File: config.mk
export PLATFORM = sky130hd
export DESIGN_NAME = bls_pipe
export DESIGN_NICKNAME = d
export VERILOG_FILES = /design/src/rtl/bls_pkg.sv /design/src/rtl/bls_group.sv /design/src/rtl/bls_pipe.sv
export SDC_FILE = /design/constraint.sdc
export NUM_CORES = 1
export LEC_CHECK = 0
export CORE_MARGIN = 5
export CORE_UTILIZATION = 40
export CTS_CLUSTER_DIAMETER = 40
export DETAILED_ROUTE_END_ITERATION = 12
export SYNTH_ARGS = -nofsm -noshare
export SYNTH_HDL_FRONTEND = slang
export SYNTH_SLANG_ARGS = --single-unit
File: constraint.sdc
create_clock -name clk -period 2.8 [get_ports clk]
set_input_delay 0.28 -clock clk [delete_from_list [all_inputs] [get_ports clk]]
set_output_delay 0.28 -clock clk [all_outputs]
set_load 0.005 [all_outputs]
File: src/rtl/bls_pkg.sv
// Shared constants, stage-count helper and stage record for the bls_pipe
// borrow-lookahead subtractor.
package bls_pkg;

  localparam int unsigned BLS_WIDTH = 16;
  localparam int unsigned BLS_BLOCK = 4;

  function automatic int unsigned bls_ngrp(input int unsigned width,
                                           input int unsigned block);
    return width / block;
  endfunction

  // One pipeline slot at the default group size: the carry is the carry out of
  // the group already resolved, the operand slices are the next ones to resolve.
  typedef struct packed {
    logic                 valid;
    logic                 carry;
    logic [BLS_BLOCK-1:0] a;
    logic [BLS_BLOCK-1:0] b;
    logic [BLS_BLOCK-1:0] d;
  } bls_stage_t;

endpackage

File: src/rtl/bls_group.sv
// Combinational BLOCK-bit borrow-lookahead group computing a + ~b + cin.
module bls_group
  import bls_pkg::*;
#(
  parameter int unsigned BLOCK = BLS_BLOCK
) (
  input  logic [BLOCK-1:0] a,
  input  logic [BLOCK-1:0] b,
  input  logic             cin,
  output logic [BLOCK-1:0] d,
  output logic             cout
);

  logic [BLOCK-1:0] g;
  logic [BLOCK-1:0] p;
  logic [BLOCK:0]   c;
  logic             sop;
  logic             prop;

  assign g = a & ~b;
  assign p = a ^ ~b;

  // Each carry is a flat sum of products over all lower generate/propagate
  // terms rather than a chain through the previous carry.
  always_comb begin
    c    = '0;
    sop  = 1'b0;
    prop = 1'b1;
    c[0] = cin;
    for (int unsigned i = 0; i < BLOCK; i++) begin
      sop  = 1'b0;
      prop = 1'b1;
      for (int unsigned k = 0; k <= i; k++) begin
        sop  = sop | (g[i-k] & prop);
        prop = prop & p[i-k];
      end
      c[i+1] = sop | (prop & cin);
    end
  end

  assign d    = p ^ c[BLOCK-1:0];
  assign cout = c[BLOCK];

endmodule

File: src/rtl/bls_pipe.sv
// Pipelined borrow-lookahead subtractor, one register stage per BLOCK-bit group.
// Define BLS_PIPE_ABS_OUT_EN for an extra stage that outputs |A - B|.
module bls_pipe
  import bls_pkg::*;
#(
  parameter int unsigned WIDTH = BLS_WIDTH,
  parameter int unsigned BLOCK = BLS_BLOCK
) (
  input  logic             clk,
  input  logic             rst,
  input  logic             in_valid,
  output logic             in_ready,
  input  logic [WIDTH-1:0] a,
  input  logic [WIDTH-1:0] b,
  output logic             out_valid,
  input  logic             out_ready,
  output logic [WIDTH-1:0] diff,
  output logic             neg
);

  if (WIDTH < 2 || BLOCK == 0 || (WIDTH % BLOCK) != 0) begin : g_param_check
    $fatal(1, "bls_pipe: WIDTH must be >= 2 and a multiple of BLOCK");
  end

  localparam int unsigned NGRP = bls_ngrp(WIDTH, BLOCK);

  logic adv;

  assign adv      = ~out_valid | out_ready;
  assign in_ready = adv;

  // Stage k keeps only the operand bits of groups above k and the difference
  // bits of groups 0..k, so each register is exactly as wide as it must be.
  for (genvar k = 0; k < NGRP; k++) begin : g_stage
    localparam int unsigned IW = (NGRP - k) * BLOCK;
    localparam int unsigned DW = (k + 1) * BLOCK;

    logic [IW-1:0]    a_in;
    logic [IW-1:0]    b_in;
    logic             c_in;
    logic             v_in;
    logic [BLOCK-1:0] d_grp;
    logic             c_grp;
    logic             v_q;
    logic             c_q;
    logic [DW-1:0]    d_q;

    bls_group #(.BLOCK(BLOCK)) u_group (
      .a    (a_in[BLOCK-1:0]),
      .b    (b_in[BLOCK-1:0]),
      .cin  (c_in),
      .d    (d_grp),
      .cout (c_grp)
    );

    always_ff @(posedge clk) begin
      if (rst) begin
        v_q <= 1'b0;
        c_q <= 1'b1;
      end else if (adv) begin
        v_q <= v_in;
        c_q <= c_grp;
      end
    end

    if (k == 0) begin : g_head
      assign a_in = a;
      assign b_in = b;
      assign c_in = 1'b1;
      assign v_in = in_valid;

      always_ff @(posedge clk) begin
        if (rst) begin
          d_q <= '0;
        end else if (adv) begin
          d_q <= d_grp;
        end
      end
    end else begin : g_body
      assign a_in = g_stage[k-1].g_opd.a_q;
      assign b_in = g_stage[k-1].g_opd.b_q;
      assign c_in = g_stage[k-1].c_q;
      assign v_in = g_stage[k-1].v_q;

      always_ff @(posedge clk) begin
        if (rst) begin
          d_q <= '0;
        end else if (adv) begin
          d_q <= {d_grp, g_stage[k-1].d_q};
        end
      end
    end

    if (k < NGRP - 1) begin : g_opd
      logic [IW-BLOCK-1:0] a_q;
      logic [IW-BLOCK-1:0] b_q;

      always_ff @(posedge clk) begin
        if (rst) begin
          a_q <= '0;
          b_q <= '0;
        end else if (adv) begin
          a_q <= a_in[IW-1:BLOCK];
          b_q <= b_in[IW-1:BLOCK];
        end
      end
    end
  end

  logic             raw_valid;
  logic [WIDTH-1:0] raw_diff;
  logic             raw_neg;

  assign raw_valid = g_stage[NGRP-1].v_q;
  assign raw_diff  = g_stage[NGRP-1].d_q;
  assign raw_neg   = ~g_stage[NGRP-1].c_q;

`ifdef BLS_PIPE_ABS_OUT_EN
  logic             abs_valid;
  logic [WIDTH-1:0] abs_diff;
  logic             abs_neg;

  always_ff @(posedge clk) begin
    if (rst) begin
      abs_valid <= 1'b0;
      abs_diff  <= '0;
      abs_neg   <= 1'b0;
    end else if (adv) begin
      abs_valid <= raw_valid;
      abs_diff  <= raw_neg ? ('0 - raw_diff) : raw_diff;
      abs_neg   <= raw_neg;
    end
  end

  assign out_valid = abs_valid;
  assign diff      = abs_diff;
  assign neg       = abs_neg;
`else
  assign out_valid = raw_valid;
  assign diff      = raw_diff;
  assign neg       = raw_neg;
`endif

endmodule

**Word-level counts from Yosys, hierarchy flattened**

Index checks and enable logic that the tools add are counted.

- Bits in registers: 96
- Output and inout port bits: 19

- Bitwise logic cells: 119

Operators by type and width:

| operator | number |
|---|---|
| $and 1x1->1 | 60 |
| $or 1x1->1 | 41 |
| $xor 4x4->4 | 8 |
| $and 4x4->4 | 4 |
| $not 4->4 | 4 |
| $not 1->1 | 2 |

**Logic depth before layout (Yosys ltp)**

- Word-level depth: 7
- Mapped depth: 6
- Gate-level depth less buffers: 5

**Cells and area by module**

From an unflattened synthesis, not the netlist that was laid out.

- Cell total of the unflattened synthesis: 441
- Area total of the unflattened synthesis: 4519.3 µm²

By module, submodules not included:

| module | times used | cells an instance | area an instance (µm²) | sequential area each (µm²) |
|---|---|---|---|---|
| bls_pipe | 1 | 370 | 3917.5 | 1921.8 |
| bls_group at g_stage[0].u_group ... | 3 | 17 | 147.6 | 0.0 |
| bls_group at g_stage[3].u_group | 1 | 20 | 158.9 | 0.0 |

**Least setup slack after synthesis**

OpenSTA, ideal clock, no wires.

- Path type: register to register
- From: reg g_stage[0].g_opd.b_q[0]
- To: reg g_stage[1].d_q[7]
- Data arrival time: 1372 ps
- Required time: 2738 ps
- Setup slack: 1366 ps
- Cell stages (with the launch flop): 6
- Path buffers: 0
- Period minus slack after synthesis: 1434 ps
- Path through: dfxtp_1 -> inv_1 -> ha_1 -> a211o_1 -> a2111o_1 -> nand3_1

- Longest elaborated chain between the ends: 6
- Elaborated cells between the ends (all ways): 9
- Classes of those cells: 9 x bitwise

RTL lines:

| item | line | source |
|---|---|---|
| from (decl) | bls_pipe.sv:96 | `logic [IW-BLOCK-1:0] b_q;` |
| from (signal assigned) | bls_pipe.sv:104 | `b_q <= b_in[IW-1:BLOCK];` |
| $not 4->4 * | bls_group.sv:20, bls_group.sv:21 |  |
| $and 4x4->4 or $xor 4x4->4 (tied branches) | bls_group.sv:20, bls_group.sv:21 |  |
| $and 1x1->1 (on tied branches) | bls_group.sv:34, bls_group.sv:35 |  |
| $or 1x1->1 or $and 1x1->1 (tied branches) | bls_group.sv:34, bls_group.sv:37 |  |
| $or 1x1->1 * | bls_group.sv:37 | `c[i+1] = sop \| (prop & cin);` |
| $xor 4x4->4 * | bls_group.sv:41 | `assign d = p ^ c[BLOCK-1:0];` |
| to (signal assigned) | bls_pipe.sv:89 | `d_q <= {d_grp, g_stage[k-1].d_q};` |
| to (decl) | bls_pipe.sv:46 | `logic [DW-1:0] d_q;` |

Every way passes the cells marked *; elsewhere a longest branch is shown, timed or not.
A chain may end at the register's enable or synchronous reset.

**Worst setup path after layout**

- From: reg g_stage[3].v_q, in the netlist out_valid
- To: out in_ready

- Longest elaborated chain between the ends: 2

RTL lines:

| item | line | source |
|---|---|---|
| from (decl) | bls_pipe.sv:44 | `logic v_q;` |
| from (signal assigned) | bls_pipe.sv:61 | `v_q <= v_in;` |
| $not 1->1 | bls_pipe.sv:29 | `assign adv = ~out_valid \| out_ready;` |
| $or 1x1->1 | bls_pipe.sv:29 |  |
| to (decl) | bls_pipe.sv:12 | `output logic in_ready,` |

No other way between the ends.

==> results_dict.tcl <==
set metrics [dict create \
    synth_xor_area_share_pct 0.873 \
    grt_max_degree 74 \
    place_ws_ns 0.844 \
    post_cts_buffers 0 \
    cp.arrival_ns 1.56 \
    setup_slack_ns 0.963 \
    synth_flop_cell "dfxtp_1" \
    synth-seq-cells 96 \
    final_max_slew_viol_count 0 \
    clk_latency_ns 0.35 \
    async_reset_ff_share_pct 0 \
    use_met1_pct 19.4 \
    synth_area_leaders "dfxtp_1, nand2_1, a21oi_1, ha_1, buf_2" \
    cts_resized 0 \
    synthAdderAreaFrac_pct 6.80 \
    area_delta_synth_final_pct 19.9 \
    htreeDepth 3 \
    leakagePower_nw 1.87 \
    synth_top_family_by_area "simple AND/OR/NAND/NOR gates" \
    antenna_left 0 \
    worst_pin_slew_ns 0.642 \
    clockBufferDepth 2 \
    tns_ns 0 \
    p_per_area_nw_per_um2 583 \
    dp_cells 651 \
    fin_skew_ns 0.00752 \
    syn-cell-area_um2 4010 \
    hold_viol_final 0 \
    port_buffers 54 \
    start_kind "register" \
    diodes 0 \
    critical_path_class "reg2out" \
    finalCritPeriodShare_pct 65.6 \
    drc_errors 0 \
    wl_um 8040 \
    synth-edff-count 0 \
    place_congestion 0.719 \
    dp_hpwl_um 5300 \
    cp.required_ns 2.52 \
    initial_core_util_pct 41.0 \
    nets 585 \
    grt_usage_pct 13.9 \
    drt_iter0_drc 150 \
    antenna_found_initial 0 \
    synth_nets 547 \
    seq_area_frac_synth_pct 47.9 \
    grt_use_met2_pct 21.4 \
    worstPathMaxFanout 5 \
    setup_viol_count_final 0 \
    placed_area_um2 4600 \
    synthSimpleGateAreaFrac_pct 20.7 \
    core_area_um2 9770 \
    clockRootBuffer "clkbuf_8" \
    clkSinkCount 96 \
    min_period_ns 1.84 \
    post_synth_mux_area_share_pct 0 \
    dr.pass1.iters 4 \
    synth_area_leader_cell "dfxtp_1" \
    critPathCaptureType "output pin" \
    drv_cap 0 \
    vias 3223 \
    synth_common_cells "nand2_1, dfxtp_1, a21oi_1" \
    slew_headroom_pct 57.2 \
    synth_compound_area_share_pct 17.2 \
    ys_warn_count 0 \
    synth.most_common_cell "nand2_1" \
    via_per_inst 4.85 \
    cts_buffers 9 \
    die_h_um 110 \
    boundaryPins 55 \
    worst_ir_drop_vdd_uv 214 \
    cts_tree "done" \
    rows 36 \
    rsz0062_at_grt "false" \
    wire_per_inst_um 12.1 \
    grt_pass1_wl_um 13600 \
    fin_cells 664 \
    syn_avg_cell_area_um2 8.17 \
    syn_inst 491 \
    grt_pass1_vias 2968 \
    die_area_um2 12100 \
    ys_types 36 \
    fmax_ghz 0.544 \
    hold_buffers 0 \
    yosys.area.top_type_share_pct 47.9 \
    met3_usage_pct 2.74 \
    hold_class "in2reg" \
    die_x_um 110 \
    overflow 0 \
    status "complete, no violations" \
    path_clk_slew_ns 0.08 \
    p_total_w 0.00281 \
    grt.busiest_layer "met2" \
    final_cell_area_um2 4810 \
    drive_gt1_share_pct 4.90 \
]
## worst max-delay path: stages (launching register included)
cell,delay (ns)
dfxtp_1,0.43
nor2b_4,0.24
inv_2,0.08
clkdlybuf4s50_1,0.45
## power by group
group	total (W)	switching [W]	internal (W)
sequential	0.00151	0.0000509	0.00146
clock	0.000954	0.000439	0.000515
combinational	0.000344	0.000160	0.000184
## path summary, 6_finish.rpt
kind	startpoint	end	slack, ns	cells past startpoint
setup / recovery	out_valid	in_ready	0.96	3
hold / removal	rst	g_stage[0].g_opd.a_q[9]	0.44	2
setup reg to reg	g_stage[0].g_opd.b_q[0]	g_stage[1].d_q[7]	1.25	5
hold reg to reg	g_stage[2].d_q[7]	g_stage[2].d_q[7]	0.45	2
## layout make-up
cell class	count	area, µm²
Clock buffer	10	138
Clock inverter	3	68.8
Fill cell	1005	4960
Inverter	23	86.3
Multi-Input combinational cell	340	1830
Sequential cell	96	1920
Tap cell	133	166
Timing Repair Buffer	59	601
## cells by family (layout without fill, tap and decap cells)
family,count (synthesis),in the layout
AO/OA/AOI/OAI,118,118
XOR/XNOR,4,4
buffers and inverters,55,95
adder cells (fa/ha/maj),20,20
flip-flops,96,96
AND/OR/NAND/NOR,198,198
## stage by stage
stage,hold slack [ns],utilization (%)
after CTS,0.441,49.2
after detailed placement,0.444,47.1
after global placement,0.438,47.1
after floorplan,0.420,-
final,0.440,49.2
after global routing,0.465,49.2
## layer usage
layer / vias up / wire length (µm)
met5: - / 0
met4: 0 / 110
met3: 10 / 319
met2: 51 / 3570
met1: 1457 / 4040
li1: 1705 / -
## cells in the final DEF (no fill, tap or decap), types with 5 or more instances in the layout
| cell type | synthesis | final |
|---|---|---|
| a211oi_1 | 5 | 5 |
| a21oi_1 | 88 | 88 |
| clkbuf_8 | 0 | 10 |
| clkdlybuf4s50_1 | 0 | 53 |
| dfxtp_1 | 96 | 96 |
| ha_1 | 17 | 17 |
| inv_1 | 22 | 22 |
| nand2_1 | 161 | 161 |
| nand3_1 | 7 | 7 |
| nor2_1 | 10 | 10 |
## state kept, by name, indices dropped and copies added (netlist names)
| name | flops |
|---|---|
| diff | 16 |
| g_stage.g_opd.a_q | 24 |
| out_valid | 1 |
| g_stage.v_q | 3 |
| g_stage.d_q | 24 |
| g_stage.g_opd.b_q | 24 |
| g_stage.c_q | 4 |
(Power assumes the default switching activity.)
